<file path="config.mk">
export PLATFORM = sky130hd
export DESIGN_NAME = branch_cond_unit_flat
export DESIGN_NICKNAME = d
export VERILOG_FILES = /design/src/rtl/cpu_pkg.sv /design/src/rtl/branch_cond_unit_if.sv /design/src/rtl/branch_cond_unit_eval.sv /design/src/rtl/branch_cond_unit.sv /design/src/flat_wrapper.sv
export SDC_FILE = /design/constraint.sdc
export NUM_CORES = 1
export LEC_CHECK = 0
export BUFFER_PORTS_ARGS = -buffer_cell sky130_fd_sc_hd__clkbuf_2
export CORE_AREA = 4 4 74 83
export DETAILED_ROUTE_END_ITERATION = 8
export DIE_AREA = 0 0 78 87
export HOLD_SLACK_MARGIN = 0.12
export PLACE_DENSITY_LB_ADDON = 0.08
export REMOVE_ABC_BUFFERS = 1
export SLEW_MARGIN = 20
export SYNTH_ARGS = -nofsm -noshare
export SYNTH_HDL_FRONTEND = slang
export SYNTH_SLANG_ARGS = --single-unit
</file>
<file path="constraint.sdc">
create_clock -name clk -period 10.9 [get_ports clk]
set_clock_uncertainty 0.15 [all_clocks]
set_input_delay 2.18 -clock clk [delete_from_list [all_inputs] [get_ports clk]]
set_output_delay 2.18 -clock clk [all_outputs]
set_load 0.01 [all_outputs]
</file>
<file path="src/rtl/cpu_pkg.sv">
// Shared CPU definitions: condition codes, flag bit positions and the
// branch unit's state encoding.
package cpu_pkg;

   localparam logic [3:0] COND_EQ = 4'd0;
   localparam logic [3:0] COND_NE = 4'd1;
   localparam logic [3:0] COND_CS = 4'd2;
   localparam logic [3:0] COND_CC = 4'd3;
   localparam logic [3:0] COND_MI = 4'd4;
   localparam logic [3:0] COND_PL = 4'd5;
   localparam logic [3:0] COND_VS = 4'd6;
   localparam logic [3:0] COND_VC = 4'd7;
   localparam logic [3:0] COND_HI = 4'd8;
   localparam logic [3:0] COND_LS = 4'd9;
   localparam logic [3:0] COND_GE = 4'd10;
   localparam logic [3:0] COND_LT = 4'd11;
   localparam logic [3:0] COND_GT = 4'd12;
   localparam logic [3:0] COND_LE = 4'd13;
   localparam logic [3:0] COND_AL = 4'd14;
   localparam logic [3:0] COND_NV = 4'd15;

   localparam int FLAG_N = 3;
   localparam int FLAG_Z = 2;
   localparam int FLAG_C = 1;
   localparam int FLAG_V = 0;

   typedef enum logic [1:0] {
      ST_IDLE = 2'd0,
      ST_WAIT = 2'd1,
      ST_RESP = 2'd2
   } bcu_state_t;

endpackage

</file>
<file path="src/rtl/branch_cond_unit_if.sv">
// Request/response handshake between the control unit (master) and the
// branch condition unit (slave).
interface branch_cond_unit_if #(
   parameter int ADDR_W = 16,
   parameter int OFF_W  = 8
);
   logic              req_valid;
   logic              req_ready;
   logic [3:0]        req_cond;
   logic [ADDR_W-1:0] req_pc;
   logic [OFF_W-1:0]  req_off;
   logic              resp_valid;
   logic              resp_ready;
   logic              resp_taken;
   logic [ADDR_W-1:0] resp_next_pc;

   modport master (
      output req_valid, req_cond, req_pc, req_off, resp_ready,
      input  req_ready, resp_valid, resp_taken, resp_next_pc
   );

   modport slave (
      input  req_valid, req_cond, req_pc, req_off, resp_ready,
      output req_ready, resp_valid, resp_taken, resp_next_pc
   );
endinterface

</file>
<file path="src/rtl/branch_cond_unit_eval.sv">
// Pure combinational condition-code evaluator against {N,Z,C,V} flags.
// Shared with predicated-execution logic, so it carries no state.
module branch_cond_eval
   import cpu_pkg::*;
(
   input  logic [3:0] cond,
   input  logic [3:0] flags,
   output logic       taken
);
   logic n, z, c, v;

   assign n = flags[FLAG_N];
   assign z = flags[FLAG_Z];
   assign c = flags[FLAG_C];
   assign v = flags[FLAG_V];

   always_comb begin
      taken = 1'b0;
      case (cond)
         COND_EQ: taken = z;
         COND_NE: taken = !z;
         COND_CS: taken = c;
         COND_CC: taken = !c;
         COND_MI: taken = n;
         COND_PL: taken = !n;
         COND_VS: taken = v;
         COND_VC: taken = !v;
         COND_HI: taken = c && !z;
         COND_LS: taken = !c || z;
         COND_GE: taken = (n == v);
         COND_LT: taken = (n != v);
         COND_GT: taken = !z && (n == v);
         COND_LE: taken = z || (n != v);
         COND_AL: taken = 1'b1;
         COND_NV: taken = 1'b0;
         default: taken = 1'b0;
      endcase
   end
endmodule

</file>
<file path="src/rtl/branch_cond_unit.sv">
// Branch condition unit: latches ALU flags, evaluates branch requests and
// returns taken / next PC, stalling while flags are still being produced.
//
// state | meaning
// IDLE  | no request held, ready to accept
// WAIT  | request held, waiting for in-flight ALU flags to land
// RESP  | result registered and presented until consumer takes it
module branch_cond_unit
   import cpu_pkg::*;
#(
   parameter int ADDR_W = 16,
   parameter int OFF_W  = 8
) (
   input  logic       clk,
   input  logic       rst,
   input  logic       flag_we,
   input  logic       zero_in,
   input  logic       negative_in,
   input  logic       carry_in,
   input  logic       overflow_in,
   input  logic       alu_busy,
   branch_cond_unit_if.slave bus,
   output logic [3:0] flags_q
);
   bcu_state_t        state, state_nxt;
   logic              accept;
   logic              hazard;
   logic              req_ready_c;
   logic              resp_valid_c;
   logic              load_result;

   logic [3:0]        hold_cond;
   logic [ADDR_W-1:0] hold_pc;
   logic [OFF_W-1:0]  hold_off;

   logic [3:0]        ev_cond;
   logic [ADDR_W-1:0] ev_pc;
   logic [OFF_W-1:0]  ev_off;
   logic [ADDR_W-1:0] ev_target;
   logic              ev_taken;

   logic              resp_taken_q;
   logic [ADDR_W-1:0] resp_next_pc_q;

   assign accept = bus.req_valid && req_ready_c;
   assign hazard = alu_busy || flag_we;

   always_ff @(posedge clk or posedge rst) begin
      if (rst) state <= ST_IDLE;
      else     state <= state_nxt;
   end

   always_comb begin
      state_nxt = state;
      case (state)
         ST_IDLE: begin
            if (accept) state_nxt = hazard ? ST_WAIT : ST_RESP;
         end
         ST_WAIT: begin
            if (!hazard) state_nxt = ST_RESP;
         end
         ST_RESP: begin
            if (bus.resp_ready) begin
               if (accept) state_nxt = hazard ? ST_WAIT : ST_RESP;
               else        state_nxt = ST_IDLE;
            end
         end
         default: state_nxt = ST_IDLE;
      endcase
   end

   // ready is forced low during reset even though the state already reads IDLE
   always_comb begin
      req_ready_c  = 1'b0;
      resp_valid_c = 1'b0;
      case (state)
         ST_IDLE: req_ready_c  = !rst;
         ST_RESP: begin
            resp_valid_c = 1'b1;
            req_ready_c  = !rst && bus.resp_ready;
         end
         default: begin
            req_ready_c  = 1'b0;
            resp_valid_c = 1'b0;
         end
      endcase
   end

   assign bus.req_ready  = req_ready_c;
   assign bus.resp_valid = resp_valid_c;

   always_ff @(posedge clk or posedge rst) begin
      if (rst)          flags_q <= 4'b0000;
      else if (flag_we) flags_q <= {negative_in, zero_in, carry_in, overflow_in};
   end

   always_ff @(posedge clk or posedge rst) begin
      if (rst) begin
         hold_cond <= 4'd0;
         hold_pc   <= '0;
         hold_off  <= '0;
      end else if (accept) begin
         hold_cond <= bus.req_cond;
         hold_pc   <= bus.req_pc;
         hold_off  <= bus.req_off;
      end
   end

   // A hazard-free accept evaluates straight from the bus; WAIT uses the held copy
   assign ev_cond   = accept ? bus.req_cond : hold_cond;
   assign ev_pc     = accept ? bus.req_pc   : hold_pc;
   assign ev_off    = accept ? bus.req_off  : hold_off;
   assign ev_target = ev_pc + {{(ADDR_W-OFF_W){ev_off[OFF_W-1]}}, ev_off};

   branch_cond_eval u_eval (
      .cond  (ev_cond),
      .flags (flags_q),
      .taken (ev_taken)
   );

   assign load_result = (accept && !hazard) || (state == ST_WAIT && !hazard);

   always_ff @(posedge clk or posedge rst) begin
      if (rst) begin
         resp_taken_q   <= 1'b0;
         resp_next_pc_q <= '0;
      end else if (load_result) begin
         resp_taken_q   <= ev_taken;
         resp_next_pc_q <= ev_taken ? ev_target : ev_pc;
      end
   end

   assign bus.resp_taken   = resp_taken_q;
   assign bus.resp_next_pc = resp_next_pc_q;
endmodule

</file>
<file path="src/flat_wrapper.sv">
// flat-port wrapper written by rule: the top's interface ports become plain ports
module branch_cond_unit_flat import cpu_pkg::*;
#(
   parameter int ADDR_W = 16,
   parameter int OFF_W  = 8
)
  (clk, rst, flag_we, zero_in, negative_in, carry_in, overflow_in, alu_busy, flags_q, bus_req_valid, bus_req_cond, bus_req_pc, bus_req_off, bus_resp_ready, bus_req_ready, bus_resp_valid, bus_resp_taken, bus_resp_next_pc);
  branch_cond_unit_if #(.ADDR_W(ADDR_W), .OFF_W(OFF_W)) bus_i ();
  input  logic clk;
  input  logic rst;
  input  logic flag_we;
  input  logic zero_in;
  input  logic negative_in;
  input  logic carry_in;
  input  logic overflow_in;
  input  logic alu_busy;
  output logic [3:0] flags_q;
  input wire logic [$bits(bus_i.req_valid)-1:0] bus_req_valid;
  input wire logic [$bits(bus_i.req_cond)-1:0] bus_req_cond;
  input wire logic [$bits(bus_i.req_pc)-1:0] bus_req_pc;
  input wire logic [$bits(bus_i.req_off)-1:0] bus_req_off;
  input wire logic [$bits(bus_i.resp_ready)-1:0] bus_resp_ready;
  output wire logic [$bits(bus_i.req_ready)-1:0] bus_req_ready;
  output wire logic [$bits(bus_i.resp_valid)-1:0] bus_resp_valid;
  output wire logic [$bits(bus_i.resp_taken)-1:0] bus_resp_taken;
  output wire logic [$bits(bus_i.resp_next_pc)-1:0] bus_resp_next_pc;
  assign bus_i.req_valid = bus_req_valid;
  assign bus_i.req_cond = bus_req_cond;
  assign bus_i.req_pc = bus_req_pc;
  assign bus_i.req_off = bus_req_off;
  assign bus_i.resp_ready = bus_resp_ready;
  assign bus_req_ready = bus_i.req_ready;
  assign bus_resp_valid = bus_i.resp_valid;
  assign bus_resp_taken = bus_i.resp_taken;
  assign bus_resp_next_pc = bus_i.resp_next_pc;
  branch_cond_unit #(.ADDR_W(ADDR_W), .OFF_W(OFF_W)) u_core (.clk(clk), .rst(rst), .flag_we(flag_we), .zero_in(zero_in), .negative_in(negative_in), .carry_in(carry_in), .overflow_in(overflow_in), .alu_busy(alu_busy), .bus(bus_i), .flags_q(flags_q));
endmodule
</file>
==> flow_summary_export.csv, run 1 <==
group,metric,value,unit
sta,relSlewSlack,36.68,%
yosys,synth_area,0.003125,mm2
power_and_ir_drop,p_int,0.0005707,W
sta,setup_viol,0,
clocking,cts_buffers,5,
floorplan,dieArea,0.006786,mm2
route,drt_iter0_markers,162,
sta,slew_violations,0,
yosys,synth_area_leaders,"dfrtp_1, nand2_1, ha_1",
setup_path,worstSetupStartpointType,"input pin",
min_path,hold_depth,2,
global_routing,grt_pass1_wl,11900,um
status,run_status,"complete, no violations",
place,hpwl,5323,um
setup_path,cp_max_fo,30,
power_and_ir_drop,p_seq_share,30.3,%
sta,tns,0,ns
clocking,cts_tree,"yes",
floorplan,core.rowCount,28,
cells_and_area,drive_gt1_share,22.11,%
power_and_ir_drop,cellLeakagePower,1.813,nW
sta,fmax,165.3,MHz
cells_and_area,multi_input_area,0.001763,mm2
setup_path,critPathCaptureType,"flop",
job,cap_violations,0,
yosys,synth_edf_count,0,
cells_and_area,syn2layout_area_growth,15.09,%
yosys,async_reset_ff_share,100.0,%
clocking,cts-root-buf,"clkbuf_8",
global_routing,grtUsageMet2,41.28,%
power_and_ir_drop,power_density,270.5,mW/mm2
place,io_buffer_count,60,
setup_path,crit_type,"input pin to flop",
floorplan,dieHeight,87,um
yosys,ys.flop_type,"dfrtp_1",
min_path,worst_hold_startpoint,"u_core.hold_off[2]",
clocking,path_clk_slew,0.09,ns
setup_path,critPathArrivalTime,6.09,ns
global_routing,use_met1,25.27,%
yosys,ys_types,56,
clocking,clock_path_buffers,2,
route,vias,2719,
floorplan,initial_core_util,59.08,%
clocking,cts_hold_buf,0,
global_routing,grtUsageMet3,3.520,%
global_routing,top_usage_layer,"met2",
yosys,ys_seq_area_share,40.83,%
place,placed_area,0.003478,mm2
cells_and_area,nNetsFinal,460,
clocking,insertion_delay,0.30,ns
power_and_ir_drop,ir_drop,0.1714,mV
yosys,ys_ff_latch,51,
yosys,avgSynthCellArea,8.930,um2
global_routing,grtUsageTotal,21.91,%
setup_path,rrSetupSlack,6.33,ns
yosys,synth_top_area_share,40.83,%
min_path,whs_endpoint,"u_core.hold_off[2]",
cells_and_area,antenna_cells,0,
sta,post-route-period-util,55.52,%
route,routedWlPerCell,14.84,um
floorplan,coreArea,0.005290,mm2
route,drc,0,
clocking,cts.sinks,51,
setup_path,critPathTopFamily,"compound AO/OA/AOI/OAI gates",
sta,hold_viol,0,
global_routing,antenna_found_initial,0,
min_path,hold_class,"flop to flop",
floorplan,die_x,78,um
sta,worstMarginPinSlew,0.9497,ns
yosys,synthCells,350,
yosys,yosysWarnings,0,
global_routing,grt_max_degree,52,
route,via_per_inst,5.641,
power_and_ir_drop,power_frac_comb,55.7,%
setup_path,reg2reg_depth,14,
sta,rsz0062_at_grt,"false",
cells_and_area,stdcell_area,0.003597,mm2
route,drt-total-wl,7152,um
clocking,ctsResizeCount,0,
clocking,postCtsSetupRepairBufs,0,
power_and_ir_drop,net-switching-power,0.0004022,W
place,routabilityCongestion,0.8522,
setup_path,cp.required,10.94,ns
clocking,cts_max_level,2,
setup_path,slowest_delay,0.41,ns
route,postRouteAntennaNets,0,
setup_path,crit_slowest_cell,"mux2i_1",
place,dp.cells,474,
setup_path,path_cells,"clkbuf_2 > or2_1 > nor3_2 > buf_4 > mux2i_1 > inv_1 > ha_1 > a211oi_2 > o21ai_1 > a311o_2 > o311a_1 > o31a_1 > or3_1 > and3_1 > or3_1",
power_and_ir_drop,clockPowerShare,14.0,%
setup_path,crit_buf_inv,3,
sta,timing.final.crit_period,6.051,ns
cells_and_area,final-seq-area,0.001276,mm2
setup_path,crit_top_cell,"or3_1",
setup_path,r2r-end,"u_core.bus.resp_next_pc[15]",
power_and_ir_drop,sw_frac_of_total,41.34,%
global_routing,grt_pass1_vias,2682,
setup_path,r2r_start,"u_core.state[0]",
cells_and_area,fin_cells,482,
cells_and_area,num-fill-cells,439,
yosys,synth_top_area_cell,"dfrtp_1",
global_routing,grt-ovfl-total,0,
route,drt-pass1-iter-count,4,
floorplan,ioPinCount,61,
-- worst reg2reg max path: stages, from the launching register on --
cell and delay, ns:
dfrtp_1 0.46, or2_1 0.33, nor3_2 0.12, buf_4 0.34, mux2i_1 0.41, inv_1 0.13
ha_1 0.33, a211oi_2 0.26, o21ai_1 0.13, a311o_2 0.37, o311a_1 0.31, o31a_1 0.29
or3_1 0.31, and3_1 0.17, or3_1 0.35
-- cell type report --
type | instances | share of cell area (%)
flip-flops and latches | 51 | 35.48
multi-input cells | 277 | 49.01
inverters | 10 | 1.078
repair buffers | 61 | 8.557
clock inverters | 2 | 0.9739
clock buffers | 6 | 2.296
well taps | 75 | 2.609
-- worst max path at each step --
stage	from	slack (ns)	to	cells after the start
after floorplan	rst	3.63	u_core.bus.resp_next_pc[15]	13
after global placement	bus_resp_ready	4.59	u_core.bus.resp_next_pc[15]	14
after detailed placement	bus_resp_ready	4.53	u_core.bus.resp_next_pc[15]	14
after CTS	bus_resp_ready	4.85	u_core.bus.resp_next_pc[15]	14
after global routing	bus_resp_ready	4.59	u_core.bus.resp_next_pc[15]	14
final	rst	4.85	u_core.bus.resp_next_pc[15]	15
-- layer usage --
| metal | up-vias | part of all wire, % |
|---|---|---|
| met5 | - | 0 |
| met4 | 0 | 1.1 |
| met3 | 6 | 5.1 |
| met2 | 72 | 52 |
| met1 | 1292 | 42 |
| li1 | 1349 | - |
-- power groups by stage --
stage | Sequential, W | Clock, W | Combinational, W
after floorplan | 0.000305 | 0 | 0.000396
after global placement | 0.000296 | 0 | 0.000529
after detailed placement | 0.000298 | 0 | 0.000542
after CTS | 0.000294 | 0.000140 | 0.000545
after global routing | 0.000302 | 0.000147 | 0.000611
final | 0.000294 | 0.000136 | 0.000542
-- logic make-up (layout without fill, tap and decap cells) --
logic type,count (synthesis),count (layout),share of synthesized area [%]
AOI/OAI and AO/OA,75,75,16.41
xor gates and xnor gates,10,10,2.802
adders and majority gates,16,16,6.645
buffers and inverters,22,79,2.922
DFF,51,51,40.83
muxes,21,21,7.366
and+or+nand+nor,155,155,23.02
-- per-stage QoR --
step           hold slack, ns  utilization (%)  setup WS [ns]   power, W
5_1_grt                0.3676            68.00          4.593   0.001060
4_1_cts                0.3376            67.98          4.849  0.0009792
6_report               0.3349            68.00          4.849  0.0009729
3_3_place_gp           0.3092            65.75          4.586  0.0008251
3_5_place_dp           0.3147            65.75          4.532  0.0008404
2_1_floorplan          0.2942                -          3.631  0.0007005
-- cells in the final DEF, fill, tap and decap left out, drive strengths merged, types with 3 or more instances in the layout --
master	n
nand2	92
clkbuf	66
dfrtp	51
o21ai	23
ha	15
mux2i	14
a21oi	12
nor2	11
inv	9
xnor2	9
nor3	9
nand2b	8
or3	8
mux2	6
nor2b	5
nand3	5
o31ai	5
and3	4
o31a	4
a31oi	4
o21a	4
or3b	4
and2	3
a211oi	3
-- sequential cells by signal (all words and copies together) (netlist names) --
name,cells
u_core.hold_pc,16
u_core.bus.resp_next_pc,16
u_core.flags_q,4
u_core.hold_off,8
u_core.state,2
u_core.hold_cond,4
u_core.bus.resp_taken,1
-- cell usage after synthesis, drive strengths merged, types with 4 or more instances --
cell,count
a21oi,12
a31oi,4
and3,4
buf,6
clkbuf,6
dfrtp,51
ha,15
inv,10
mux2,6
mux2i,14
nand2,92
nand2b,8
nand3,5
nor2,11
nor2b,5
nor3,9
o21a,4
o21ai,23
o31a,4
o31ai,5
or3,8
or3b,4
xnor2,9
Power figures use the tool's default switching activity.
==> run 2, diff against run 1 <==
ABC_AREA = 1   (was default)
CORE_AREA = 4 4 77 87   (was 4 4 74 83)
DIE_AREA = 0 0 81 91   (was 0 0 78 87)
clock period = 5.75 ns   (was 10.9 ns; I/O delays follow)
==> flow_summary_export.csv, run 2 <==
group,metric,value,unit
status,run_status,"complete, no violations",
sta,fmax,221.5,MHz
clocking,cts_tree,"yes",
place,placed_area,0.003512,mm2
floorplan,dieArea,0.007371,mm2
global_routing,grt_pass1_wl,12850,um
sta,setup_viol,0,
floorplan,coreArea,0.005733,mm2
clocking,cts_buffers,5,
place,hpwl,5304,um
yosys,async_reset_ff_share,100.0,%
route,drt-total-wl,7655,um
clocking,postCtsSetupRepairBufs,0,
clocking,cts.sinks,51,
power_and_ir_drop,power_density,448.4,mW/mm2
yosys,synth-compound-area-share,6.218,%
route,wl_met3,548,um
yosys,synth_commonest_cells,"nand2_1, dfrtp_1, nand3_1",
clocking,path_clk_slew,0.10,ns
yosys,synth_area,0.003179,mm2
route,drt_iter0_markers,104,
power_and_ir_drop,cellLeakagePower,1.981,nW
setup_path,worstSetupStartpointType,"input pin",
cells_and_area,layout_common_cells,"nand2_1, clkbuf_2, dfrtp_1",
clocking,clock_path_buffers,2,
floorplan,die_x,81,um
sta,rsz0062_at_grt,"false",
place,routabilityCongestion,0.8559,
yosys,synthCells,411,
clocking,cts-root-buf,"clkbuf_8",
yosys,ys.flop_type,"dfrtp_1",
route,drc,0,
yosys,synth-simple-area-share,36.17,%
power_and_ir_drop,ir_drop,0.2293,mV
yosys,synth_area_leaders,"dfrtp_1, nand2_1, ha_1",
yosys,synth_xor_area_share,3.857,%
route,via_per_inst,5.309,
floorplan,ioPinCount,61,
yosys,synth_top_family_by_area,"simple AND/OR/NAND/NOR gates",
yosys,ys_seq_area_share,40.14,%
clocking,cts_hold_buf,0,
sta,tns,0,ns
yosys,synth_top_area_share,40.14,%
route,routed.top_layer,"met4",
job,cap_violations,0,
global_routing,antenna_found_initial,0,
yosys,yosysWarnings,0,
cells_and_area,drive_gt1_share,20.13,%
yosys,synth_edf_count,0,
sta,timing.final.crit_period,4.514,ns
yosys,synth_mux_area_share,0.7084,%
clocking,insertion_delay,0.31,ns
yosys,avgSynthCellArea,7.736,um2
setup_path,critPathCaptureType,"flop",
global_routing,grtUsageTotal,22.05,%
yosys,ys_types,32,
route,vias,2888,
floorplan,initial_core_util,55.46,%
sta,relSlewSlack,25.04,%
yosys,post-synth-top-count-cell,"nand2_1",
cells_and_area,antenna_cells,0,
setup_path,crit_type,"input pin to flop",
yosys,synthAdderAreaFrac,6.533,%
cells_and_area,syn2layout_area_growth,14.17,%
route,routedWlPerCell,14.07,um
global_routing,grt_pass1_vias,2755,
setup_path,critPathArrivalTime,4.62,ns
floorplan,core.rowCount,29,
yosys,synth_top_area_cell,"dfrtp_1",
setup_path,cp.required,5.86,ns
cells_and_area,stdcell_area,0.003630,mm2
route,postRouteAntennaNets,0,
floorplan,dieHeight,91,um
clocking,cts_max_level,2,
global_routing,grt-ovfl-total,0,
min_path,hold_class,"flop to flop",
sta,hold_viol,0,
route,drt-pass1-iter-count,4,
yosys,ys_ff_latch,51,
cells_and_area,nNetsFinal,520,
route,m1WireLength,3333,um
sta,slew_violations,0,
place,io_buffer_count,60,
setup_path,cp_max_fo,36,
route,wl_met2,3667,um
clocking,ctsResizeCount,0,
sta,post-route-period-util,78.51,%
global_routing,grt_max_degree,52,
sta,worstMarginPinSlew,1.123,ns
cells_and_area,final_common_cell,"nand2_1",
run 2: cell type report:
type / instances / area, um2
fill: 546 / 2103
multi-input combinational: 313 / 1700
sequential: 51 / 1276
timing repair buffer: 62 / 315.3
inverter: 33 / 125.1
tap: 77 / 96.34
clock buffer: 5 / 68.82
clock inverter: 3 / 47.55
run 2: final timing paths:
check / to / slack (ns) / startpoint / depth (start not counted)
setup reg to reg: u_core.bus.resp_next_pc[15] / 1.80 / u_core.state[0] / 19
setup / recovery: u_core.bus.resp_next_pc[15] / 1.24 / bus_resp_ready / 21
hold reg to reg: u_core.hold_off[5] / 0.35 / u_core.hold_off[5] / 2
max in group asynchronous: u_core.bus.resp_next_pc[7] / 4.06 / rst / 2
hold / removal: u_core.hold_off[5] / 0.35 / u_core.hold_off[5] / 2
min in group asynchronous: u_core.hold_cond[1] / 0.86 / rst / 2
run 2: stage by stage:
stage | hold slack, ns | power (W) | std cells | util [%] | worst slack (ns)
5_1_grt | 0.3764 | 0.001776 | 544 | 63.31 | 0.8029
6_report | 0.3451 | 0.001627 | 544 | 63.31 | 1.236
3_5_place_dp | 0.3190 | 0.001368 | 536 | 61.26 | 0.8930
2_1_floorplan | 0.2982 | 0.001140 | 397 | - | 1.415
4_1_cts | 0.3443 | 0.001638 | 544 | 63.29 | 1.230
3_3_place_gp | 0.3122 | 0.001357 | 536 | 61.26 | 1.091
run 2: kinds of logic after synthesis:
| group | count (synthesis) |
|---|---|
| AND/OR/NAND/NOR | 245 |
| XOR/XNOR | 14 |
| multiplexers | 2 |
| buffers and inverters | 47 |
| flip-flops | 51 |
| AO/OA/AOI/OAI | 36 |
| adder cells (fa/ha/maj) | 16 |
run 2: worst max-delay path, cell delays in order:
cell	delay, ns
clkbuf_2	0.08
inv_1	0.05
nand2_2	0.12
nand3_4	0.08
buf_4	0.34
inv_1	0.46
or2_2	0.43
o21ai_0	0.14
inv_1	0.10
ha_1	0.28
nand3_1	0.07
nand2_1	0.10
a21oi_1	0.12
o21ai_0	0.43
nand2_1	0.10
nand2_1	0.10
xnor2_1	0.11
nand3_1	0.09
nand2_1	0.10
nand2_1	0.05
nand2_1	0.09
run 2: metal layers:
metal / vias up / GRT usage (%)
li1: 1464 / -
met5: - / 0
met4: 0 / 6.338
met1: 1332 / 28.51
met3: 9 / 3.663
met2: 83 / 37.60
run 2: power by group:
group	internal [W]	switching, W	total (W)
clock network	0.000132	0.000130	0.000262
registers	0.000471	0.0000526	0.000524
logic	0.000304	0.000538	0.000841
